==> config.mk <==
export PLATFORM = sky130hd
export DESIGN_NAME = bram_port_arbiter
export DESIGN_NICKNAME = d
export VERILOG_FILES = /design/src/rtl/mem_pkg.sv /design/src/rtl/bram_rsp_pipe.sv /design/src/rtl/bram_port_arbiter.sv
export SDC_FILE = /design/constraint.sdc
export NUM_CORES = 1
export LEC_CHECK = 0
export BUFFER_PORTS_ARGS = -buffer_cell sky130_fd_sc_hd__buf_2
export CAP_MARGIN = 20
export CORE_AREA = 2 2 114 116
export CTS_CLUSTER_DIAMETER = 60
export CTS_CLUSTER_SIZE = 16
export DETAILED_ROUTE_END_ITERATION = 7
export DIE_AREA = 0 0 116 118
export HOLD_SLACK_MARGIN = 0.12
export PLACE_DENSITY_LB_ADDON = 0.2
export SYNTH_ARGS = -nofsm -noshare
export SYNTH_HDL_FRONTEND = slang
export SYNTH_SLANG_ARGS = --single-unit
==> constraint.sdc <==
create_clock -name clk -period 6.15 [get_ports clk]
set_clock_uncertainty 0.2 [all_clocks]
set_input_delay 1.845 -clock clk [delete_from_list [all_inputs] [get_ports clk]]
set_output_delay 1.845 -clock clk [all_outputs]
set_load 0.005 [all_outputs]
==> src/rtl/mem_pkg.sv <==
// Shared types for the BRAM port arbiter: request struct, owner enum and response tag.
// Optional build macro BRAM_ARB_ADDR_CHECK_EN adds out-of-range address detection.
package mem_pkg;

    localparam int unsigned WORD_W = 32;
    localparam int unsigned BE_W   = 4;

    typedef enum logic {
        OWN_M0 = 1'b0,
        OWN_M1 = 1'b1
    } owner_e;

    typedef struct packed {
        logic [31:0]       addr;
        logic [BE_W-1:0]   we;
        logic [WORD_W-1:0] wdata;
    } mem_req_t;

    typedef struct packed {
        logic   is_read;
        owner_e owner;
        logic   err;
    } rsp_tag_t;

    // Under contention the requester that was not granted last wins.
    function automatic owner_e rr_pick(input owner_e last);
        return (last == OWN_M1) ? OWN_M0 : OWN_M1;
    endfunction

endpackage

==> src/rtl/bram_rsp_pipe.sv <==
// Shift register of response tags that tracks each grant through the BRAM read latency.
// The err bit is only ever set in builds with BRAM_ARB_ADDR_CHECK_EN defined.
module bram_rsp_pipe
    import mem_pkg::*;
#(
    parameter int unsigned Depth = 1
) (
    input  logic     clk,
    input  logic     rst,
    input  rsp_tag_t tag_i,
    output rsp_tag_t tag_o
);

    rsp_tag_t stage_q [Depth];

    always_ff @(posedge clk) begin
        if (rst) begin
            for (int i = 0; i < Depth; i++) begin
                stage_q[i] <= '0;
            end
        end else begin
            stage_q[0] <= tag_i;
            for (int i = 1; i < Depth; i++) begin
                stage_q[i] <= stage_q[i-1];
            end
        end
    end

    assign tag_o = stage_q[Depth-1];

endmodule

==> src/rtl/bram_port_arbiter.sv <==
// Round-robin arbiter sharing one BRAM port between M0 and M1, routing read data back to its issuer.
// Define BRAM_ARB_ADDR_CHECK_EN to reject out-of-range addresses and add the m*_err outputs.
module bram_port_arbiter
    import mem_pkg::*;
#(
    parameter int unsigned ADDR_W       = 14,
    parameter int unsigned READ_LATENCY = 1
) (
    input  logic              clk,
    input  logic              rst,

    input  logic              m0_valid,
    output logic              m0_ready,
    input  logic [31:0]       m0_addr,
    input  logic [BE_W-1:0]   m0_we,
    input  logic [WORD_W-1:0] m0_wdata,
    output logic              m0_rvalid,
    output logic [WORD_W-1:0] m0_rdata,
`ifdef BRAM_ARB_ADDR_CHECK_EN
    output logic              m0_err,
`endif

    input  logic              m1_valid,
    output logic              m1_ready,
    input  logic [31:0]       m1_addr,
    input  logic [BE_W-1:0]   m1_we,
    input  logic [WORD_W-1:0] m1_wdata,
    output logic              m1_rvalid,
    output logic [WORD_W-1:0] m1_rdata,
`ifdef BRAM_ARB_ADDR_CHECK_EN
    output logic              m1_err,
`endif

    output logic              bram_en,
    output logic [BE_W-1:0]   bram_we,
    output logic [ADDR_W-1:0] bram_addr,
    output logic [WORD_W-1:0] bram_din,
    input  logic [WORD_W-1:0] bram_dout,
    output logic              bram_regce,
    output logic              bram_rst
);

    if (READ_LATENCY != 1 && READ_LATENCY != 2) begin : g_bad_latency
        $error("bram_port_arbiter: READ_LATENCY must be 1 or 2");
    end

    owner_e   prio_last_q, prio_last_d;
    logic     grant0, grant1, gnt_any;
    owner_e   gnt_owner;
    mem_req_t req0, req1, req_sel;
    logic     addr_err;
    rsp_tag_t tag_in, tag_out;
    logic     hit0, hit1;
    logic [WORD_W-1:0] rsp_data;
    logic [WORD_W-1:0] rdata0_q, rdata1_q;

    assign req0 = '{addr: m0_addr, we: m0_we, wdata: m0_wdata};
    assign req1 = '{addr: m1_addr, we: m1_we, wdata: m1_wdata};

    // Nothing is granted while rst is high, so no request slips into a cleared pipeline.
    always_comb begin
        grant0 = 1'b0;
        grant1 = 1'b0;
        if (!rst) begin
            if (m0_valid && m1_valid) begin
                if (rr_pick(prio_last_q) == OWN_M0) begin
                    grant0 = 1'b1;
                end else begin
                    grant1 = 1'b1;
                end
            end else if (m0_valid) begin
                grant0 = 1'b1;
            end else if (m1_valid) begin
                grant1 = 1'b1;
            end
        end
    end

    assign gnt_any   = grant0 | grant1;
    assign gnt_owner = grant1 ? OWN_M1 : OWN_M0;
    assign req_sel   = grant1 ? req1 : req0;
    assign m0_ready  = grant0;
    assign m1_ready  = grant1;

`ifdef BRAM_ARB_ADDR_CHECK_EN
    assign addr_err = gnt_any && (req_sel.addr[31:ADDR_W+2] != '0);
`else
    assign addr_err = 1'b0;
`endif

    // Word-address bits of the BRAM are a subset of the byte address; the rest feeds nothing.
    logic unused_addr_bits;
    assign unused_addr_bits = ^{m0_addr, m1_addr};

    assign bram_en    = gnt_any && !addr_err;
    assign bram_we    = bram_en ? req_sel.we : '0;
    assign bram_addr  = req_sel.addr[ADDR_W+1:2];
    assign bram_din   = req_sel.wdata;
    assign bram_regce = 1'b1;
    assign bram_rst   = rst;

    always_comb begin
        prio_last_d = prio_last_q;
        if (gnt_any) begin
            prio_last_d = gnt_owner;
        end
    end

    always_ff @(posedge clk) begin
        if (rst) begin
            prio_last_q <= OWN_M1;
        end else begin
            prio_last_q <= prio_last_d;
        end
    end

    assign tag_in = '{is_read: gnt_any && (req_sel.we == '0), owner: gnt_owner, err: addr_err};

    bram_rsp_pipe #(
        .Depth (READ_LATENCY)
    ) u_rsp_pipe (
        .clk   (clk),
        .rst   (rst),
        .tag_i (tag_in),
        .tag_o (tag_out)
    );

    assign hit0     = !rst && tag_out.is_read && (tag_out.owner == OWN_M0);
    assign hit1     = !rst && tag_out.is_read && (tag_out.owner == OWN_M1);
    assign rsp_data = tag_out.err ? '0 : bram_dout;

    always_ff @(posedge clk) begin
        if (rst) begin
            rdata0_q <= '0;
            rdata1_q <= '0;
        end else begin
            if (hit0) rdata0_q <= rsp_data;
            if (hit1) rdata1_q <= rsp_data;
        end
    end

    // Response data is live in the rvalid cycle and held afterwards for the requester.
    assign m0_rvalid = hit0;
    assign m1_rvalid = hit1;
    assign m0_rdata  = rst ? '0 : (hit0 ? rsp_data : rdata0_q);
    assign m1_rdata  = rst ? '0 : (hit1 ? rsp_data : rdata1_q);

`ifdef BRAM_ARB_ADDR_CHECK_EN
    assign m0_err = hit0 && tag_out.err;
    assign m1_err = hit1 && tag_out.err;
`endif

endmodule

# After elaboration in Yosys (flattened, before gate mapping)

Memories as Yosys holds them, arrays and structs flattened.
Cells that the tools add are included.

Bits in writable memories: 2
Memories kept: 1
Output and inout port bits: 121
Logic and storage cells: 36
Register bits: 65
Input port bits: 172

Reductions and logical operators: 8
Muxes and demuxes: 22
Bitwise gates (word level): 2

Memory list:

| memory             | words | width | rd ports | clocked after memory_dff | write ports | line                | text |
|---|---|---|---|---|---|---|---|
| u_rsp_pipe.stage_q | 1     | 2     | 1        | 0                        | 1           | bram_rsp_pipe.sv:14 | `rsp_tag_t stage_q [Depth];` |

Operators by type and width:

| cell                | number |
|---|---|
| $mux W32            | 5 |
| $mux W52            | 1 |
| $mux W1             | 14 |
| $logic_and A1 B1 Y1 | 5 |
| $logic_not A4 Y1    | 1 |
| $mux W4             | 1 |
| $mux W2             | 1 |
| $reduce_or A2 Y1    | 1 |
| $logic_not A1 Y1    | 1 |
| $not A1 Y1          | 1 |
| $or A1 B1 Y1        | 1 |

# Depth between registers and ports, before layout

Gate-level depths: netlist of the first run.

Word-level depth: 8
Gate-level depth with buffers: 7
Gate-level depth less buffers: 5

# By module

A second synthesis of the first run with hierarchy kept.

Cells, all modules: 398
Area, all modules: 3225.6 um^2

By module, submodules not included:

| module            | instances | sequential area each (um^2) | area each (um^2) | cells each |
|---|---|---|---|---|
| bram_port_arbiter | 1         | 1301.2                      | 3146.8           | 392 |
| bram_rsp_pipe     | 1         | 60.1                        | 78.8             | 6 |

# Worst setup path after synthesis of the first run

OpenSTA, ideal clock, no wires.

Kind: input port to output port
From: input port m0_valid
To: output port bram_addr[11]
Stages: 5
Slack: 1.496 ns
Buffers on the path: 2
Required time: 4.105 ns
Arrival: 2.609 ns
Cell sequence: nand2_1 -> nand3b_1 -> buf_6 -> buf_6 -> mux2_2

Longest elaborated chain between the ends: 4
Elaborated cells between the ends (all ways): 5
Those cells by class: mux (4); reduce/logical (1)

Ends and longest elaborated chain:

| element                                               | line                                             | text |
|---|---|---|
| start, declared                                       | bram_port_arbiter.sv:12                          | `input logic m0_valid,` |
| $mux W1 / $logic_and A1 B1 Y1 (equally long branches) | bram_port_arbiter.sv:71, bram_port_arbiter.sv:65 |  |
| $mux W1 (*)                                           | bram_port_arbiter.sv:65                          | `if (m0_valid && m1_valid) begin` |
| $mux W1 (*)                                           | bram_port_arbiter.sv:64                          | `if (!rst) begin` |
| $mux W52 (*)                                          | bram_port_arbiter.sv:81                          | `assign req_sel = grant1 ? req1 : req0;` |
| end, declared                                         | bram_port_arbiter.sv:36                          | `output logic [ADDR_W-1:0] bram_addr,` |

Every way passes the cells marked *; elsewhere a longest branch is shown, timed or not.

# Worst setup path after layout of the first run

From: input port rst
To: output port bram_din[1]

Longest elaborated chain between the ends: 2

Ends and longest elaborated chain:

| element         | line                    | text |
|---|---|---|
| start, declared | bram_port_arbiter.sv:10 | `input logic rst,` |
| $mux W1         | bram_port_arbiter.sv:64 |  |
| $mux W52        | bram_port_arbiter.sv:81 |  |
| end, declared   | bram_port_arbiter.sv:37 | `output logic [WORD_W-1:0] bram_din,` |

No other way between the ends.

==> flow_summary.toml, run 1 <==
[outcome]
status = "finished, final reports clean"

[detailed_routing]
drcViolationCount = 0
wl_um = 13000
vias = 3367
dr.pass1.iters = 4
drt_iter0_drc = 131
vias_per_cell = 4.25
antenna_left = 0
avgRoutedWirePerCell_um = 16.4

[clock_network]
hold_buffers = 0
root_buffer = "clkbuf_16"
clkTransAtPathRegs_ns = 0.05
htree_levels = 3
postCtsSetupBuffers = 0
cts_tree = "done"
cts_max_path_buffers = 2
numClockSinks = 67
cts_resized = 0
cts_buffers = 9
clkLatencyLatePin_ns = 0.33

[placed_design]
portBuffers = 255
place_congestion = 0.865
detailed_place_hpwl_um = 10400

[critical_path]
critPathRequiredTime_ns = 4.11
cpMostUsedCell = "buf_2"
cp_slowest_stage_delay_ns = 0.53
crit_arrival_ns = 3.24
cp-start-kind = "primary input"
endpoint_kind = "primary output"
rr_endpoint = "u_rsp_pipe.stage_q[0][1]"
reg2reg_depth = 5
worstReg2RegStart = "prio_last_q"
cp_cell_sequence = "buf_2, nand3b_1, buf_4, mux2_2, buf_2"
cp_slowest_cell = "buf_4"
critPathKind = "primary input to primary output"
reg2reg_slack_ns = 4.29
critPathMaxFanout = 53

[logic_synthesis]
synth_top_family_by_area = "simple AND/OR/NAND/NOR gates"
syn_avg_cell_area_um2 = 8.80
synthAdderAreaFrac = 0
synth-simple-area-share = 0.274
synthMuxAreaShare = 0.178
yosys.cell_types.count = 21
netlist_area_mm2 = 0.00316
synth_seq_cells = 67
synth_nets = 531
yosysTopAreaCellShare = 0.424
yosys.area_share.xor_xnor = 0
syn_inst = 359
yosysWarnings = 0
synth-async-reset-ratio = 0
yosysTopAreaCell = "dfxtp_1"
synth_edf_count = 0
ys_seq_area_frac = 0.424
synth_area_leaders = "dfxtp_1, mux2_2, nand2_1"
synth-main-ff-cell = "dfxtp_1"
synth-compound-area-share = 0.0606

[hold_path]
hold_path_startpoint = "rdata1_q[11]"
min_to = "rdata1_q[11]"
whs_path_depth = 2
hold_class = "register to register"

[sta]
final_max_slew_viol_count = 0
setup_viol = 0
final_hold_viol_count = 0
period_minus_slack_ns = 5.28
fin_setup_tns_ns = 0
max_slew_margin = 0.558
worst_pin_slew_ns = 0.664
rsz0062_at_grt = "false"
timing.final.crit_share = 0.859
fmax_mhz = 189

[global_routing]
overflow = 0
grt_pass1_vias = 3209
grt_pass1_wl_um = 18500
track_usage = 0.186
grt_max_degree = 54
antenna_found_initial = 17

[floorplanning]
start_util = 0.255
die_x_um = 116
core-area_mm2 = 0.0124
die_h_um = 118
rows = 41
ios = 293
die_area_mm2 = 0.0137

[cells_and_area]
drive_gt1_frac = 0.533
layout.nets = 777
syn_to_final_growth_pct = 55.2

[pwr]
leakagePower_nw = 2.57
p_per_area_mw_per_mm2 = 238
total_power_mw = 1.17
ir_drop_mv = 0.135

[job]
drv_cap = 0
==> worst max-delay path by stage <==
stage / from / to / slack [ns]
after floorplan: m0_valid / bram_addr[11] / 1.50
after global placement: rst / bram_din[1] / 0.88
after detailed placement: rst / bram_din[1] / 0.86
after CTS: rst / bram_din[1] / 0.86
after global routing: rst / bram_din[1] / 0.78
final: rst / bram_din[1] / 0.87
==> logic make-up (layout without fill, tap and decap cells) <==
| kind of cell | count (synthesis) | after routing |
|---|---|---|
| and+or+nand+nor | 172 | 172 |
| DFF | 67 | 67 |
| AOI/OAI and AO/OA | 37 | 37 |
| buffers and inverters | 33 | 284 |
| muxes | 49 | 49 |
| other | 1 | 11 |
==> worst max-delay path, delay by kind of cell <==
| kind | cells | cell delay, ns |
|---|---|---|
| buf+inv | 3 | 0.82 |
| mux | 1 | 0.44 |
| simple gates | 1 | 0.12 |
==> state kept, by name, indices dropped and copies added, names as in the netlist <==
register / count
u_rsp_pipe.stage_q: 2
prio_last_q: 1
rdata0_q: 32
rdata1_q: 32
==> layout by cell type (no fill, tap or decap) <==
cell type,count
nand3b_1,34
buf_2,255
dfxtp_1,67
clkinv_2,1
nor3b_2,1
clkinv_4,1
conb_1,1
buf_4,8
a21oi_1,1
diode_2,10
nand2_1,99
nor2_1,4
o21bai_1,1
clkbuf_16,9
inv_6,1
o21ai_0,34
mux2_2,42
nand2b_1,33
inv_1,5
clkbuf_1,1
o32ai_1,1
mux2i_1,3
bufinv_16,3
mux2_4,4
and4_1,1
==> power breakdown <==
part           switching, mW  internal, mW
Combinational         0.0561        0.0824
Clock                  0.191         0.397
Sequential           0.00133         0.438
==> cells in the mapped netlist, types with 5 or more instances <==
library cell / number
nand2_1: 99
dfxtp_1: 67
mux2_2: 42
nand3b_1: 34
o21ai_0: 34
nand2b_1: 33
clkbuf_1: 10
buf_2: 6
buf_6: 6
buf_4: 5
inv_1: 5
==> per-stage QoR <==
step / setup slack, ns / cell area (um^2) / instances / util / hold slack (ns)
after floorplan: 1.50 / 3160 / 359 / - / 0.271
after global placement: 0.880 / 4540 / 766 / 0.366 / 0.258
after detailed placement: 0.861 / 4540 / 766 / 0.366 / 0.262
after CTS: 0.859 / 4880 / 782 / 0.393 / 0.275
after global routing: 0.782 / 4880 / 782 / 0.393 / 0.298
final: 0.867 / 4910 / 792 / 0.395 / 0.272
==> layer usage <==
metal	wire, um	part of all wire	up-vias	global-route usage
met5	36	0.0028	-	0
met4	145	0.011	6	0.0446
met3	1680	0.13	19	0.114
met2	5250	0.40	161	0.260
met1	5850	0.45	1493	0.241
li1	-	-	1688	-
==> cell type report <==
| cell class | instances | area, um^2 |
|---|---|---|
| Fill cell | 1342 | 7510 |
| Multi-Input combinational cell | 259 | 1630 |
| Sequential cell | 67 | 1340 |
| Timing Repair Buffer | 263 | 1340 |
| Clock buffer | 10 | 229 |
| Tap cell | 172 | 215 |
| Clock inverter | 6 | 113 |
| Antenna cell | 10 | 25.0 |
| Inverter | 5 | 18.8 |
Note: power is estimated with default switching activity, not from simulation.
==> run 2, diff against run 1 <==
--- a/config.mk
+++ b/config.mk
@@ -13,7 +13,9 @@
 export DETAILED_ROUTE_END_ITERATION = 7
 export DIE_AREA = 0 0 116 118
 export HOLD_SLACK_MARGIN = 0.12
+export MAX_ROUTING_LAYER = met4
 export PLACE_DENSITY_LB_ADDON = 0.2
+export RECOVER_POWER = 100
 export SYNTH_ARGS = -nofsm -noshare
 export SYNTH_HDL_FRONTEND = slang
 export SYNTH_SLANG_ARGS = --single-unit
==> flow_summary.toml, run 2 (synthesized netlist as in run 1, its figures left out) <==
[cells_and_area]
num-fill-cells = 1376
reg.largest.list = "rdata0_q (32), rdata1_q (32), u_rsp_pipe.stage_q (2)"
final_common_cell = "buf_2"
drive_gt1_frac = 0.407
final_cell_mix = "buf_2, nand2_1, clkbuf_1, dfxtp_1, mux2_2"
layout.nets = 777
multi_input_comb_area_mm2 = 0.00161
syn_to_final_growth_pct = 52.1
seqCellArea_mm2 = 0.00134
fin_util = 0.387

[critical_path]
critPathRequiredTime_ns = 4.11
rr_endpoint = "u_rsp_pipe.stage_q[0][1]"
worstReg2RegStart = "prio_last_q"
cp_cell_sequence = "clkbuf_1, clkbuf_1, nor3b_2, buf_4, o21ai_0, clkbuf_2"
endpoint_kind = "primary output"
critPathKind = "primary input to primary output"
reg2reg_slack_ns = 4.31
critPathMaxFanout = 35
cp-start-kind = "primary input"
reg2reg_depth = 5
cp_slowest_stage_delay_ns = 0.55
cp_slowest_cell = "clkbuf_1"
cpMostUsedCell = "clkbuf_1"
crit_arrival_ns = 3.52
cp-startpoint = "rst"
crit_path_end = "m0_rdata[26]"

[sta]
period_minus_slack_ns = 5.56
final_hold_viol_count = 0
worst_pin_slew_ns = 0.653
final_max_slew_viol_count = 0
rsz0062_at_grt = "false"
setup_viol = 0
fin_setup_tns_ns = 0
max_slew_margin = 0.565
fmax_mhz = 180
timing.final.crit_share = 0.905

[floorplanning]
die_area_mm2 = 0.0137
start_util = 0.255
rows = 41
core-area_mm2 = 0.0124
die_h_um = 118
ios = 293
die_x_um = 116

[detailed_routing]
avgRoutedWirePerCell_um = 16.3
antenna_left = 0
vias_per_cell = 4.23
drt_iter0_drc = 142
wl_um = 13000
dr.pass1.iters = 4
drcViolationCount = 0
vias = 3368

[pwr]
seq_power_share = 0.378
ir_drop_mv = 0.135
p_per_area_mw_per_mm2 = 242
intPower_mw = 0.913
p_comb_frac = 0.115
p_switching_mw = 0.250
sw_frac_of_total = 0.215
clkPwrFrac = 0.507
leakagePower_nw = 2.26

[clock_network]
hold_buffers = 0
cts_tree = "done"
numClockSinks = 67
root_buffer = "clkbuf_16"
clkLatencyLatePin_ns = 0.33
htree_levels = 3
postCtsSetupBuffers = 0
cts_max_path_buffers = 2
cts_resized = 0
cts_buffers = 9
clkTransAtPathRegs_ns = 0.05

[global_routing]
antenna_found_initial = 17
overflow = 0
grt_pass1_wl_um = 18500
grt_max_degree = 54
track_usage = 0.191
grt_pass1_vias = 3211

[placed_design]
detailed_place_hpwl_um = 10400
place_congestion = 0.879
portBuffers = 255

[job]
drv_cap = 0

[outcome]
status = "finished, final reports clean"

[hold_path]
hold_class = "register to register"
[run 2: area by class of cell]
class / instances / area share
Tap cell: 172 / 0.0448
Sequential cell: 67 / 0.279
Clock buffer: 10 / 0.0476
Inverter: 5 / 0.00391
Antenna cell: 14 / 0.00729
Clock inverter: 6 / 0.0234
Timing Repair Buffer: 263 / 0.258
Multi-Input combinational cell: 259 / 0.336
[run 2: power by group through the flow]
stage | logic, mW | clock network [mW] | registers [mW]
5_1_grt | 0.146 | 0.621 | 0.439
4_1_cts | 0.140 | 0.604 | 0.439
3_5_place_dp | 0.140 | 0 | 0.449
3_3_place_gp | 0.139 | 0 | 0.449
2_1_floorplan | 0.0622 | 0 | 0.448
6_report | 0.133 | 0.590 | 0.439
[run 2: how the worst min path moves through the flow]
stage	end	cells past startpoint	slack, ns	start
after floorplan	rdata1_q[0]	2	0.27	rdata1_q[0]
after global placement	rdata1_q[9]	2	0.26	rdata1_q[9]
after detailed placement	rdata1_q[29]	2	0.26	rdata1_q[29]
after CTS	rdata1_q[11]	2	0.27	rdata1_q[11]
after global routing	rdata1_q[4]	2	0.30	rdata1_q[4]
final	rdata1_q[12]	2	0.28	rdata1_q[12]
[run 2: routing by layer]
metal	vias up	wire, um	track usage
met5	-	0	-
met4	0	140	0.0446
met3	13	1710	0.110
met2	162	5240	0.261
met1	1495	5880	0.243
li1	1698	-	-
[run 2: worst max-delay path: cells and delay by family]
kind                   cells  cell delay (ns)
and+or+nand+nor            1             0.12
buffers and inverters      4             1.23
AOI/OAI and AO/OA          1             0.31
[run 2: metrics by stage]
| step | hold WS [ns] | power (mW) | cells | setup slack, ns | instance area [um^2] |
|---|---|---|---|---|---|
| finish | 0.277 | 1.16 | 796 | 0.585 | 4810 |
| global route | 0.302 | 1.21 | 793 | 0.412 | 4800 |
| CTS | 0.275 | 1.18 | 782 | 0.859 | 4880 |
| detailed placement | 0.262 | 0.588 | 766 | 0.861 | 4540 |
| global placement | 0.258 | 0.587 | 766 | 0.880 | 4540 |
| floorplan | 0.271 | 0.511 | 359 | 1.50 | 3160 |
==> run 3, diff against run 2 <==
--- a/config.mk
+++ b/config.mk
@@ -7,15 +7,16 @@
 export LEC_CHECK = 0
 export BUFFER_PORTS_ARGS = -buffer_cell sky130_fd_sc_hd__buf_2
 export CAP_MARGIN = 20
-export CORE_AREA = 2 2 114 116
+export CORE_AREA = 2 2 115 117
 export CTS_CLUSTER_DIAMETER = 60
 export CTS_CLUSTER_SIZE = 16
 export DETAILED_ROUTE_END_ITERATION = 7
-export DIE_AREA = 0 0 116 118
+export DIE_AREA = 0 0 117 119
 export HOLD_SLACK_MARGIN = 0.12
 export MAX_ROUTING_LAYER = met4
 export PLACE_DENSITY_LB_ADDON = 0.2
 export RECOVER_POWER = 100
 export SYNTH_ARGS = -nofsm -noshare
 export SYNTH_HDL_FRONTEND = slang
+export SYNTH_HIERARCHICAL = 1
 export SYNTH_SLANG_ARGS = --single-unit
==> flow_summary.toml, run 3 <==
[critical_path]
critPathBufInv = 4
reg2reg_slack_ns = 4.27
critPathRequiredTime_ns = 4.11
critPathKind = "primary input to primary output"
reg2reg_depth = 5
cp-start-kind = "primary input"
cp_top_family = "buffers and inverters"
crit_arrival_ns = 3.67
cp_cell_sequence = "clkbuf_1, or3b_1, inv_2, buf_4, nand2_1, a21oi_1, clkbuf_1"
endpoint_kind = "primary output"
cpMostUsedCell = "clkbuf_1"
rr_endpoint = "rdata0_q[10]"
worstReg2RegStart = "u_rsp_pipe/stage_q[0][1]"
cp_slowest_cell = "or3b_1"
critPathMaxFanout = 21
cp_slowest_stage_delay_ns = 0.48

[sta]
timing.final.crit_share = 0.929
setup_viol = 0
setup_slack_ns = 0.435
rsz0062_at_grt = "false"
timing.hold.ws_ns = 0.257
period_minus_slack_ns = 5.72
fmax_mhz = 175
final_hold_viol_count = 0
fin_setup_tns_ns = 0
worst_pin_slew_ns = 0.693
max_slew_margin = 0.538
final_max_slew_viol_count = 0

[placed_design]
place_congestion = 0.869
dp_slack_ns = 0.544
portBuffers = 255
detailed_place_hpwl_um = 10400
dp_cells = 807

[logic_synthesis]
synth_nets = 570
synth-async-reset-ratio = 0
synth.most_common_cell = "nand2_1"
yosysTopAreaCell = "dfxtp_1"
synth-main-ff-cell = "dfxtp_1"
netlist_area_mm2 = 0.00323
ys_seq_area_frac = 0.422
yosys.cell_types.count = 24
synth_edf_count = 0
yosysWarnings = 6
synth_seq_cells = 68
syn_inst = 398
synth_area_leaders = "dfxtp_1, mux2_2, nand2_1"
syn_avg_cell_area_um2 = 8.10
synth_commonest_cells = "nand2_1, dfxtp_1, a21oi_1"
yosysTopAreaCellShare = 0.422

[hold_path]
hold_path_startpoint = "rdata0_q[12]"
whs_path_depth = 2
hold_class = "register to register"
min_to = "rdata0_q[12]"

[pwr]
sw_frac_of_total = 0.233
leakagePower_nw = 2.01
seq_power_share = 0.407
intPower_mw = 0.834
p_switching_mw = 0.254
p_comb_frac = 0.131
ir_drop_mv = 0.115
p_per_area_mw_per_mm2 = 224
clkPwrFrac = 0.462

[cells_and_area]
reg.largest.list = "rdata0_q (32), rdata1_q (32), u_rsp_pipe/stage_q (3)"
final_common_cell = "buf_2"
instances_no_fill = 833
layout.nets = 814
syn_to_final_growth_pct = 50.9
drive_gt1_frac = 0.383
num-fill-cells = 1420
fin_util = 0.378
final_cell_mix = "buf_2, nand2_1, clkbuf_1, dfxtp_1, a21oi_1"

[floorplanning]
core-area_mm2 = 0.0129
die_h_um = 119
rows = 42
die_area_mm2 = 0.0139
ios = 293
die_x_um = 117
start_util = 0.251

[global_routing]
track_usage = 0.187
grt_max_degree = 52
antenna_found_initial = 10
overflow = 0
grt_pass1_vias = 3363
grt_pass1_wl_um = 18600

[clock_network]
clkTransAtPathRegs_ns = 0.06
root_buffer = "clkbuf_16"
clkLatencyLatePin_ns = 0.33
cts_max_path_buffers = 2
numClockSinks = 68
hold_buffers = 0
htree_levels = 3
postCtsSetupBuffers = 0
cts_tree = "done"
cts_resized = 0
cts_buffers = 9

[detailed_routing]
drcViolationCount = 0
avgRoutedWirePerCell_um = 15.8
drt_iter0_drc = 161
wl_um = 13200
dr.pass1.iters = 4
vias_per_cell = 4.39
antenna_left = 0
vias = 3659

[outcome]
status = "finished, final reports clean"

[job]
drv_cap = 0
run 3: cell count changes in the layout (fill, tap and decap cells not counted), moves of 3 or more:
cell,previous run,this run
diode_2,14,10
nand3b_1,34,3
nand2b_1,33,1
clkbuf_1,72,77
o21ai_0,34,2
mux2_1,5,2
a21oi_1,1,65
buf_2,179,172
mux2_2,41,44
nor2b_1,0,34
nand2_1,99,126
run 3: worst max path at each step:
stage / slack (ns) / to / cells past startpoint / startpoint
6_report: 0.43 / m0_rdata[10] / 7 / rst
5_1_grt: 0.22 / m0_rdata[10] / 7 / rst
4_1_cts: 0.53 / m0_rdata[10] / 7 / rst
3_5_place_dp: 0.54 / m0_rdata[10] / 7 / rst
3_3_place_gp: 0.62 / m0_rdata[0] / 7 / rst
2_1_floorplan: 1.34 / m0_rdata[21] / 6 / rst
run 3: cells by family (layout without fill, tap and decap cells):
group,after synthesis,in the layout,share of synthesized area
compound gates,69,69,0.109
simple gates,173,173,0.238
flops,68,68,0.422
buf+inv,36,285,0.0555
mux,50,50,0.173
other cells,2,12,0.00233
run 3: routing by layer:
metal  vias up  global-route usage  wire length, um
met1      1676               0.217             5350
met2       174               0.292             6220
li1       1798                   -                -
met5         -                   -                0
met3        11              0.0672             1450
met4         0              0.0750              175
run 3: layout make-up:
| cell class | instances | area [um^2] | share of cell area |
|---|---|---|---|
| inverter | 5 | 18.8 | 0.00386 |
| clock buffer | 10 | 229 | 0.0471 |
| tap | 176 | 220 | 0.0453 |
| clock inverter | 6 | 65.1 | 0.0134 |
| sequential | 68 | 1360 | 0.280 |
| antenna | 10 | 25.0 | 0.00514 |
| multi-input combinational | 294 | 1690 | 0.346 |
| timing repair buffer | 264 | 1260 | 0.259 |
run 3: power by group through the flow:
stage               sequential [mW]  combinational (mW)  clock (mW)
floorplan                     0.453              0.0667           0
global placement              0.453               0.145           0
detailed placement            0.453               0.146           0
CTS                           0.443               0.147       0.518
global route                  0.443               0.155       0.537
finish                        0.443               0.143       0.503
run 3: through the flow:
stage                     cell area (um^2)  power, mW
after floorplan                       3230      0.519
after global routing                  4860       1.14
after CTS                             4940       1.11
after global placement                4640      0.598
final                                 4870       1.09
after detailed placement              4640      0.599
run 3: worst min-delay path: cells and delay by family, from the launching register on:
kind / cells / cell delay [ns]
AOI/OAI and AO/OA: 1 / 0.07
DFF: 1 / 0.29
and+or+nand+nor: 1 / 0.04
